$ cat src/rtl/qvec_reply_pkg.sv
// -----------------------------------------------------------------------------
// qvec_reply_pkg
// Shared definitions for the QBUS interrupt-vector reply slice:
//   - qvec_state_t : 3-bit encoding of the reply sequencer states
//   - DAL_W        : width of the DAL data path driven onto the bus (22)
//   - VEC_W        : width of the CSR-programmed interrupt vector (16)
//   - dalVector()  : forms the DAL word for a vector (low two bits cleared,
//                    upper DAL bits zero)
// -----------------------------------------------------------------------------
package qvec_reply_pkg;

  localparam int DAL_W = 22;
  localparam int VEC_W = 16;

  typedef enum logic [2:0] {
    QVEC_IDLE  = 3'd0,
    QVEC_SETUP = 3'd1,
    QVEC_REPLY = 3'd2,
    QVEC_HOLD  = 3'd3,
    QVEC_ABORT = 3'd4,
    QVEC_CLEAR = 3'd5
  } qvec_state_t;

  // Vectors are always longword aligned on the bus, so the two low bits are
  // forced to zero regardless of what the CSR holds.
  function automatic logic [DAL_W-1:0] dalVector(input logic [VEC_W-1:0] vec);
    logic [VEC_W-1:0] masked;
    masked = vec & ~VEC_W'(3);
    return DAL_W'(masked);
  endfunction

endpackage

$ cat src/rtl/qvec_reply_qsync2.sv
// -----------------------------------------------------------------------------
// qsync2
// Two-flop synchronizer for asynchronous QBUS control inputs. Output lags the
// input by two clock edges. Reset clears both flops to 0.
// Ports:
//   qclk     in  1  system clock
//   reset    in  1  asynchronous active-high reset
//   i_async  in  1  asynchronous input
//   o_sync   out 1  synchronized copy of i_async
// -----------------------------------------------------------------------------
module qsync2 (
  input  logic qclk,
  input  logic reset,
  input  logic i_async,
  output logic o_sync
);

  logic r_meta;
  logic r_sync;

  // First flop may go metastable; second flop gives it a full cycle to settle.
  always_ff @(posedge qclk or posedge reset) begin
    if (reset) begin
      r_meta <= 1'b0;
      r_sync <= 1'b0;
    end else begin
      r_meta <= i_async;
      r_sync <= r_meta;
    end
  end

  assign o_sync = r_sync;

endmodule

$ cat src/rtl/qvec_reply.sv
// -----------------------------------------------------------------------------
// qvec_reply
// Device side of the QBUS interrupt-vector transfer. When qint grants the IAK
// cycle (assert_vector) and the master asserts DIN, the vector is driven onto
// TDAL, TRPLY is raised after a setup delay, and the bus is released once the
// master drops DIN. Completion or abandonment is reported with a single pulse.
// Optional build macro: QVEC_TIMEOUT_EN adds a forced release if DIN is held
// for TIMEOUT_CYC cycles in REPLY.
// Ports:
//   qclk           in  1   system clock (20 MHz)
//   reset          in  1   asynchronous active-high reset
//   assert_vector  in  1   IAK grant level from qint
//   RDIN           in  1   QBUS DIN sense (asynchronous)
//   vector         in  16  CSR vector, latched at start, bits 1:0 ignored
//   TDAL           out 22  data to DAL drivers
//   dal_oe         out 1   DAL transmitter enable
//   TRPLY          out 1   QBUS RPLY
//   vector_done    out 1   one-cycle pulse, transfer completed
//   vector_abort   out 1   one-cycle pulse, transfer abandoned
//   busy           out 1   high whenever the sequencer is not idle
// -----------------------------------------------------------------------------
module qvec_reply
  import qvec_reply_pkg::*;
#(
  parameter int SETUP_CYC   = 2,
  parameter int HOLD_CYC    = 1,
  parameter int TIMEOUT_CYC = 200
) (
  input  logic             qclk,
  input  logic             reset,
  input  logic             assert_vector,
  input  logic             RDIN,
  input  logic [VEC_W-1:0] vector,
  output logic [DAL_W-1:0] TDAL,
  output logic             dal_oe,
  output logic             TRPLY,
  output logic             vector_done,
  output logic             vector_abort,
  output logic             busy
);

  // One counter width covers every interval this block times.
  localparam int MAX_SH  = (SETUP_CYC > HOLD_CYC) ? SETUP_CYC : HOLD_CYC;
  localparam int MAX_CYC = (MAX_SH > TIMEOUT_CYC) ? MAX_SH : TIMEOUT_CYC;
  localparam int CNT_W   = $clog2(MAX_CYC + 1);

  logic             w_rdinS;
  qvec_state_t      r_state,  w_nextState;
  logic [CNT_W-1:0] r_cnt,    w_nextCnt;
  logic [DAL_W-1:0] r_tdal,   w_nextTdal;
  logic             r_dalOe,  w_nextDalOe;
  logic             r_trply,  w_nextTrply;
  logic             r_done,   w_nextDone;
  logic             r_abort,  w_nextAbort;
  logic             r_busy,   w_nextBusy;
`ifdef QVEC_TIMEOUT_EN
  logic [CNT_W-1:0] r_toCnt,  w_nextToCnt;
`endif

  qsync2 u_rdinSync (
    .qclk    (qclk),
    .reset   (reset),
    .i_async (RDIN),
    .o_sync  (w_rdinS)
  );

  // State, counters and every output are registered together so the bus
  // sees glitch-free levels; reset drops the bus immediately.
  always_ff @(posedge qclk or posedge reset) begin
    if (reset) begin
      r_state <= QVEC_IDLE;
      r_cnt   <= '0;
      r_tdal  <= '0;
      r_dalOe <= 1'b0;
      r_trply <= 1'b0;
      r_done  <= 1'b0;
      r_abort <= 1'b0;
      r_busy  <= 1'b0;
`ifdef QVEC_TIMEOUT_EN
      r_toCnt <= '0;
`endif
    end else begin
      r_state <= w_nextState;
      r_cnt   <= w_nextCnt;
      r_tdal  <= w_nextTdal;
      r_dalOe <= w_nextDalOe;
      r_trply <= w_nextTrply;
      r_done  <= w_nextDone;
      r_abort <= w_nextAbort;
      r_busy  <= w_nextBusy;
`ifdef QVEC_TIMEOUT_EN
      r_toCnt <= w_nextToCnt;
`endif
    end
  end

  // Next-state and next-output logic. Outputs hold by default; pulses default
  // low. In SETUP the DIN-drop check comes before the counter test so a master
  // giving up on the expiry edge still aborts.
  always_comb begin
    w_nextState = r_state;
    w_nextCnt   = r_cnt;
    w_nextTdal  = r_tdal;
    w_nextDalOe = r_dalOe;
    w_nextTrply = r_trply;
    w_nextDone  = 1'b0;
    w_nextAbort = 1'b0;
`ifdef QVEC_TIMEOUT_EN
    w_nextToCnt = r_toCnt;
`endif
    case (r_state)
      QVEC_IDLE: begin
        if (assert_vector && w_rdinS) begin
          w_nextState = QVEC_SETUP;
          w_nextTdal  = dalVector(vector);
          w_nextDalOe = 1'b1;
          w_nextCnt   = CNT_W'(SETUP_CYC - 1);
        end
      end
      QVEC_SETUP: begin
        if (!w_rdinS) begin
          w_nextState = QVEC_ABORT;
          w_nextTdal  = '0;
          w_nextDalOe = 1'b0;
          w_nextTrply = 1'b0;
          w_nextAbort = 1'b1;
        end else if (r_cnt == '0) begin
          w_nextState = QVEC_REPLY;
          w_nextTrply = 1'b1;
`ifdef QVEC_TIMEOUT_EN
          w_nextToCnt = CNT_W'(TIMEOUT_CYC - 1);
`endif
        end else begin
          w_nextCnt = r_cnt - 1'b1;
        end
      end
      QVEC_REPLY: begin
        if (!w_rdinS) begin
          w_nextState = QVEC_HOLD;
          w_nextTrply = 1'b0;
          w_nextCnt   = CNT_W'(HOLD_CYC - 1);
        end
`ifdef QVEC_TIMEOUT_EN
        else if (r_toCnt == '0) begin
          w_nextState = QVEC_ABORT;
          w_nextTdal  = '0;
          w_nextDalOe = 1'b0;
          w_nextTrply = 1'b0;
          w_nextAbort = 1'b1;
        end else begin
          w_nextToCnt = r_toCnt - 1'b1;
        end
`endif
      end
      QVEC_HOLD: begin
        if (r_cnt == '0) begin
          w_nextState = QVEC_CLEAR;
          w_nextTdal  = '0;
          w_nextDalOe = 1'b0;
          w_nextDone  = 1'b1;
        end else begin
          w_nextCnt = r_cnt - 1'b1;
        end
      end
      QVEC_ABORT: begin
        w_nextState = QVEC_CLEAR;
      end
      QVEC_CLEAR: begin
        // Wait for both grant and DIN to drop so a stale grant cannot restart.
        if (!assert_vector && !w_rdinS) begin
          w_nextState = QVEC_IDLE;
        end
      end
      default: begin
        w_nextState = QVEC_IDLE;
        w_nextTdal  = '0;
        w_nextDalOe = 1'b0;
        w_nextTrply = 1'b0;
      end
    endcase
    w_nextBusy = (w_nextState != QVEC_IDLE);
  end

  assign TDAL         = r_tdal;
  assign dal_oe       = r_dalOe;
  assign TRPLY        = r_trply;
  assign vector_done  = r_done;
  assign vector_abort = r_abort;
  assign busy         = r_busy;

endmodule

$ cat config.mk
export PLATFORM = sky130hd
export DESIGN_NAME = qvec_reply
export DESIGN_NICKNAME = d
export VERILOG_FILES = /design/src/rtl/qvec_reply_pkg.sv /design/src/rtl/qvec_reply_qsync2.sv /design/src/rtl/qvec_reply.sv
export SDC_FILE = /design/constraint.sdc
export NUM_CORES = 1
export LEC_CHECK = 0
export ABC_AREA = 1
export CORE_MARGIN = 4
export CORE_UTILIZATION = 47
export DETAILED_ROUTE_END_ITERATION = 8
export MAX_ROUTING_LAYER = met4
export PLACE_DENSITY = 0.81
export SKIP_LAST_GASP = 1
export SYNTH_ARGS = -nofsm -noshare
export SYNTH_HDL_FRONTEND = slang
export SYNTH_SLANG_ARGS = --single-unit
$ cat constraint.sdc
create_clock -name qclk -period 1.8 [get_ports qclk]
set_input_delay 0.45 -clock qclk [delete_from_list [all_inputs] [get_ports qclk]]
set_output_delay 0.45 -clock qclk [all_outputs]
set_load 0.05 [all_outputs]
==> results.ini, run 1 <==
[floorplan]
coreArea_um2 = 3390
die-area_um2 = 4614
start_util_pct = 49.80
pin_count = 47
die_width_um = 67.93
die_h_um = 67.93
std_cell_rows = 21

[cts]
post_cts_buffers = 0
postCtsResizedCells = 0
hold_buffers = 0
htree_levels = 2
cts.sinks = 32
insertion_delay_ns = 0.33
cts_buffer_depth = 2
cts_tree = done
root_buffer = clkbuf_4
path_clk_slew_ns = 0.09
numCtsBuffers = 5

[finish]
diodes = 0
num-fill-cells = 295
multi_input_area_um2 = 743.2
final_layout_size_suffix_gt1_share_pct = 19.92
final_common_cell = nand2_1
instances_no_fill = 312
syn_to_final_growth_pct = 25.35
final_cell_mix = 87 x nand2_1, 32 x dfrtp_1, 28 x nor2_1
regArea_um2 = 800.8
nets = 286

[hold_path]
hold_depth = 0
hp-class = reg2reg
hold_path_end = u_rdinSync.o_sync
min_from = u_rdinSync.r_meta

[global_route]
grt_pass1_wl_mm = 5.623
antenna_found_initial = 0
grt_pass1_vias = 1293
grt_usage_pct = 17.00
gr-total-overflow = 0
grt_max_degree = 33

[setup_path]
cp_max_fo = 15
startpoint_type = register
r2r_setup_slack_ns = 0.23
max_stage_delay_ns = 0.42
critPathSlowestCell = dfrtp_1
crit_top_cell = nand2_1
worstPathCellList = inv_1 > ha_1 > nand2_1 > o21ai_2 > nand3_4 > nand2_2 > nand2_1
worstSetupPathType = reg2reg
cp.arrival_ns = 1.78
cp.required_ns = 2.02
r2r_cells = 7
end_kind = register
r2r-start = r_cnt[0]
r2r-end = TDAL[3]

[placement]
place_congestion = 0.9437
io_buffers = 36
dp.cells = 304
hpwl_mm = 2.534

[timing]
slew_violations = 0
post-route-min-period_ns = 1.568
fmax_mhz = 637.9
rsz0062_at_grt = no
finalHoldViolCount = 0
finalSetupViolCount = 0
finClkSkew_ns = 0.008537
fin_crit_sh_pct = 87.10

[route]
drt-initial-drc-count = 121
vias = 1427
drcViolationCount = 0
wl_mm = 3.358
firstDrtPassIters = 4
wl_per_cell_um = 10.76
vias_per_cell = 4.574
ant_nets = 0

[power]
vdd_drop_max_mv = 1.008
finalPower_w = 0.004169
powerDensity_nw_per_um2 = 1971
p_leak_nw = 1.206

[synthesis]
synth_top_cell_by_area = dfrtp_1
synth_seq_cells = 32
synth_top_area_share_pct = 47.44
syn_area_um2 = 1688
yosys_warnings = 0
ys_seq_area_share_pct = 47.44
syn_inst = 222
synth_area_leaders = dfrtp_1 47%, nand2_1 19%, nor2_1 6.2%
synth_cell_types = 24
avgSynthCellArea_um2 = 7.603

[flow_run]
maxCapViolations = 0

[outcome]
status = completed

## sequential cells by signal, summed over array words and instances (netlist names)
| register | count |
|---|---|
| TDAL | 14 |
| r_cnt | 8 |
| u_rdinSync.r_meta | 1 |
| r_state | 3 |
| dal_oe | 1 |
| TRPLY | 1 |
| busy | 1 |
| u_rdinSync.o_sync | 1 |
| vector_abort | 1 |
| vector_done | 1 |
## kinds of logic (layout without fill, tap and decap cells)
family | count (synthesis) | count (layout) | synth area share [%]
AND/OR/NAND/NOR | 148 | 148 | 39.29
adder cells (fa/ha/maj) | 1 | 1 | 0.7412
AO/OA/AOI/OAI | 5 | 5 | 1.705
buffers and inverters | 34 | 71 | 10.08
other | 1 | 8 | 0.2222
XOR/XNOR | 1 | 1 | 0.5190
flip-flops | 32 | 32 | 47.44
## worst max-delay path: cells and delay by family (launching register included)
| family | cells | cell delay [ns] |
|---|---|---|
| flip-flops | 1 | 0.42 |
| buffers and inverters | 1 | 0.11 |
| AO/OA/AOI/OAI | 1 | 0.24 |
| adder cells (fa/ha/maj) | 1 | 0.17 |
| AND/OR/NAND/NOR | 4 | 0.52 |
## cell usage after synthesis
cell	count
nor3_1	2
ha_1	1
nor2_2	1
buf_2	1
o21ai_0	2
buf_8	1
nor2_4	2
nand3_1	11
dfrtp_1	32
clkinv_1	1
o21ai_2	1
a21oi_1	2
nand2_2	11
nand3_2	3
nand3_4	1
buf_4	8
inv_2	3
nand2_4	1
nand2_1	87
nor2_1	28
xnor2_1	1
nor3_2	1
conb_1	1
inv_1	20
## power breakdown
part           leakage [nW]  internal, W  switching (W)
Clock                0.0422     0.000291       0.000232
Combinational         0.740     0.000742        0.00167
Sequential            0.423     0.000990       0.000246
Total                  1.21      0.00202        0.00215
## metrics by stage
stage,hold slack (ns),worst slack [ns],TNS (ns),instance area (um^2),utilization [%]
global route,0.3725,0.1217,0,2116,62.42
global placement,0.3377,0.02266,0,2039,60.17
finish,0.3598,0.2323,0,2116,62.42
detailed placement,0.3418,-0.007547,-0.01446,2039,60.17
CTS,0.3636,0.2275,0,2116,62.42
floorplan,0.3312,0.3392,0,1714,-
## layout make-up
class | count | area share [%]
Sequential cell | 32 | 37.85
Inverter | 24 | 4.258
Multi-Input combinational cell | 163 | 35.13
Tap cell | 46 | 2.720
Clock buffer | 6 | 1.952
Timing Repair Buffer | 39 | 16.44
Clock inverter | 2 | 1.656
## per-layer routing
metal / track usage [%] / routed length [um] / part of all wire, %
met5: - / 0 / 0
met2: 25.51 / 1625 / 48
met1: 20.98 / 1479 / 44
met4: 6.452 / 60 / 1.8
met3: 6.076 / 193 / 5.7
## how the worst max path moves through the flow
stage,from,endpoint,slack (ns),cells past startpoint
global route,r_cnt[0],TDAL[15],0.12,7
floorplan,r_cnt[0],TDAL[10],0.34,8
global placement,assert_vector,r_cnt[7],0.02,7
detailed placement,assert_vector,TDAL[10],-0.008,8
finish,r_cnt[0],TDAL[3],0.23,7
CTS,r_cnt[0],TDAL[3],0.23,7
Power figures use the tool's default switching activity.
==> inputs of run 2 (changes only) <==
--- a/config.mk
+++ b/config.mk
@@ -6,6 +6,7 @@
 export NUM_CORES = 1
 export LEC_CHECK = 0
 export ABC_AREA = 1
+export CORE_ASPECT_RATIO = 0.6
 export CORE_MARGIN = 4
 export CORE_UTILIZATION = 47
 export DETAILED_ROUTE_END_ITERATION = 8
==> run 2 against run 1 <==
Global-route usage is 0.072 points lower. Maximum frequency is 5.5% lower. Register-to-register slack worse by 0.09 ns. Utilization is 1.3 points higher. Cell count is 0.32% lower. Combinational power hardly changed. Largest power group unchanged.
==> results.ini, run 2 (same netlist as run 1, synthesis figures left out) <==
[outcome]
status = completed

[finish]
num-fill-cells = 291  ; -1.4%
final_common_cell = nand2_1
final_layout_size_suffix_gt1_share_pct = 20.30  ; +0.38 points
instances_no_fill = 311  ; -0.32%
fin_util_pct = 63.74  ; +1.3 points
diodes = 0  ; unchanged
final_cell_mix = 87 x nand2_1, 32 x dfrtp_1, 28 x nor2_1
syn_to_final_growth_pct = 26.24
nets = 286  ; unchanged
largest_reg_flops = 14  ; unchanged

[setup_path]
path_delay_family = simple AND/OR/NAND/NOR gates
worstSetupPathType = reg2reg
max_stage_delay_ns = 0.41  ; about the same
crit_path_start = r_cnt[0]
r2r-start = r_cnt[0]
cp_max_fo = 15  ; unchanged
critPathSlowestCell = dfrtp_1
crit_top_cell = nand2_1
r2r_setup_slack_ns = 0.14  ; -0.09 ns
endpoint = TDAL[13]
cp.required_ns = 1.97  ; -0.05 ns
worstPathCellList = inv_1 > ha_1 > nand2_1 > o21ai_2 > nand3_4 > nand2_1 > nand2_1
cp.depth = 7  ; unchanged
end_kind = register
path_buf_inv = 1  ; unchanged
cp.arrival_ns = 1.83  ; +0.05 ns
startpoint_type = register
r2r-end = TDAL[13]
r2r_cells = 7  ; unchanged

[placement]
io_buffers = 36  ; unchanged
hpwl_mm = 2.795  ; +10%
post-place-ws_ns = -0.04102  ; -0.03348 ns
dp.cells = 303  ; -0.33%
place_congestion = 0.8880  ; -5.9%

[floorplan]
die_h_um = 54.42  ; -20%
std_cell_rows = 16  ; -24%
pin_count = 47  ; unchanged
start_util_pct = 50.49  ; +0.69 points
die-area_um2 = 4646  ; +0.69%
coreArea_um2 = 3343  ; -1.4%
die_width_um = 85.37  ; +26%

[route]
vias = 1439  ; +0.84%
firstDrtPassIters = 4  ; unchanged
vias_per_cell = 4.627  ; +1.2%
drt-initial-drc-count = 143  ; +18%
drcViolationCount = 0  ; unchanged
wl_mm = 3.654  ; +8.8%
ant_nets = 0  ; unchanged
wl_per_cell_um = 11.75  ; +9.2%

[timing]
setup_tns_ns = 0  ; unchanged
finalHoldViolCount = 0  ; unchanged
finalSetupViolCount = 0  ; unchanged
fmax_mhz = 602.5  ; -5.5%
finClkSkew_ns = 0.007382  ; -0.001156 ns
fin_crit_sh_pct = 92.20  ; +5.1 points
post-route-min-period_ns = 1.660  ; +0.09189 ns
slew_violations = 0  ; unchanged
rsz0062_at_grt = no
fin_ws_ns = 0.1404  ; -0.09189 ns

[power]
p_leak_nw = 1.215  ; +0.77%
combPwrFrac_pct = 57.2  ; -0.6 points
power.net_switching_w = 0.002211  ; +3.0%
p_int_w = 0.002030  ; +0.37%
pwr-share-seq_pct = 29.7  ; about the same
p_sw_share_pct = 52.14  ; +0.64 points
powerDensity_nw_per_um2 = 1990  ; +1.0%
clkPwrFrac_pct = 13.1  ; +0.5 points
vdd_drop_max_mv = 1.141  ; +13%

[global_route]
grt_usage_pct = 16.93  ; -0.072 points
grt_max_degree = 33  ; unchanged
gr-total-overflow = 0  ; unchanged
grt_pass1_wl_mm = 5.664  ; +0.73%
antenna_found_initial = 0  ; unchanged
grt_pass1_vias = 1177  ; -9.0%

[cts]
post_cts_buffers = 0  ; unchanged
cts.sinks = 32  ; unchanged
root_buffer = clkbuf_8
postCtsResizedCells = 0  ; unchanged
insertion_delay_ns = 0.28  ; -0.05 ns
path_clk_slew_ns = 0.07  ; -0.02 ns
cts_tree = done
hold_buffers = 0  ; unchanged
cts_buffer_depth = 2  ; unchanged
htree_levels = 2  ; unchanged
numCtsBuffers = 5  ; unchanged

[hold_path]
hp-class = reg2reg

[flow_run]
maxCapViolations = 0  ; unchanged

## run 2: changes by cell type in the layout (fill, tap and decap cells not counted)
cell       delta
clkinv_2      +1
bufinv_16     -1
clkbuf_1      -1
clkbuf_8      +6
clkbuf_4      -5
## run 2: power groups by stage
stage / combinational [W] / sequential [W] / clock (W)
6_report: 0.00243 / 0.00126 / 0.000557
5_1_grt: 0.00263 / 0.00130 / 0.000605
4_1_cts: 0.00242 / 0.00125 / 0.000573
3_5_place_dp: 0.00242 / 0.00125 / 0
3_3_place_gp: 0.00238 / 0.00125 / 0
2_1_floorplan: 0.00134 / 0.00177 / 0
## run 2: how the worst min path moves through the flow
stage	end	depth (start not counted)	start
after floorplan	u_rdinSync.o_sync	0	u_rdinSync.r_meta
after global placement	u_rdinSync.o_sync	0	u_rdinSync.r_meta
after detailed placement	u_rdinSync.o_sync	0	u_rdinSync.r_meta
after CTS	u_rdinSync.o_sync	0	u_rdinSync.r_meta
after global routing	u_rdinSync.o_sync	0	u_rdinSync.r_meta
final	u_rdinSync.o_sync	0	u_rdinSync.r_meta
## run 2: through the flow
step | hold slack [ns] | total power (W) | area, um^2
after global routing | 0.3547 | 0.004536 | 2131
after global placement | 0.3319 | 0.003630 | 2038
after floorplan | 0.3312 | 0.003105 | 1714
after CTS | 0.3510 | 0.004245 | 2131
final | 0.3482 | 0.004241 | 2131
after detailed placement | 0.3356 | 0.003675 | 2038
## run 2: routing by layer
layer	vias up	share of wire (%)	global-route usage, %
li1	740	-	-
met1	652	51	24.20
met2	45	42	21.52
met3	2	6.9	5.865
met4	0	0.93	6.579
met5	-	0	-
## run 2: worst register-to-register path, cell delays in order, from the launching register on
cell and delay (ns):
dfrtp_1 0.41, inv_1 0.11, ha_1 0.26, nand2_1 0.11, o21ai_2 0.21, nand3_4 0.25, nand2_1 0.14, nand2_1 0.06
## run 2: cell type report
type	count	area [um^2]	area share, %
Clock buffer	6	82.58	3.876
Timing Repair Buffer	39	347.8	16.32
Tap cell	45	56.30	2.642
Multi-Input combinational cell	163	743.2	34.88
Inverter	24	90.09	4.228
Sequential cell	32	800.8	37.58
Clock inverter	2	10.01	0.4698
==> inputs of run 3 (changes only) <==
--- a/config.mk
+++ b/config.mk
@@ -13,6 +13,7 @@
 export MAX_ROUTING_LAYER = met4
 export PLACE_DENSITY = 0.81
 export SKIP_LAST_GASP = 1
+export SLEW_MARGIN = 10
 export SYNTH_ARGS = -nofsm -noshare
 export SYNTH_HDL_FRONTEND = slang
 export SYNTH_SLANG_ARGS = --single-unit
==> results of run 3 <==
Same layout as run 2: the final DEF is identical, and so are final timing and power.
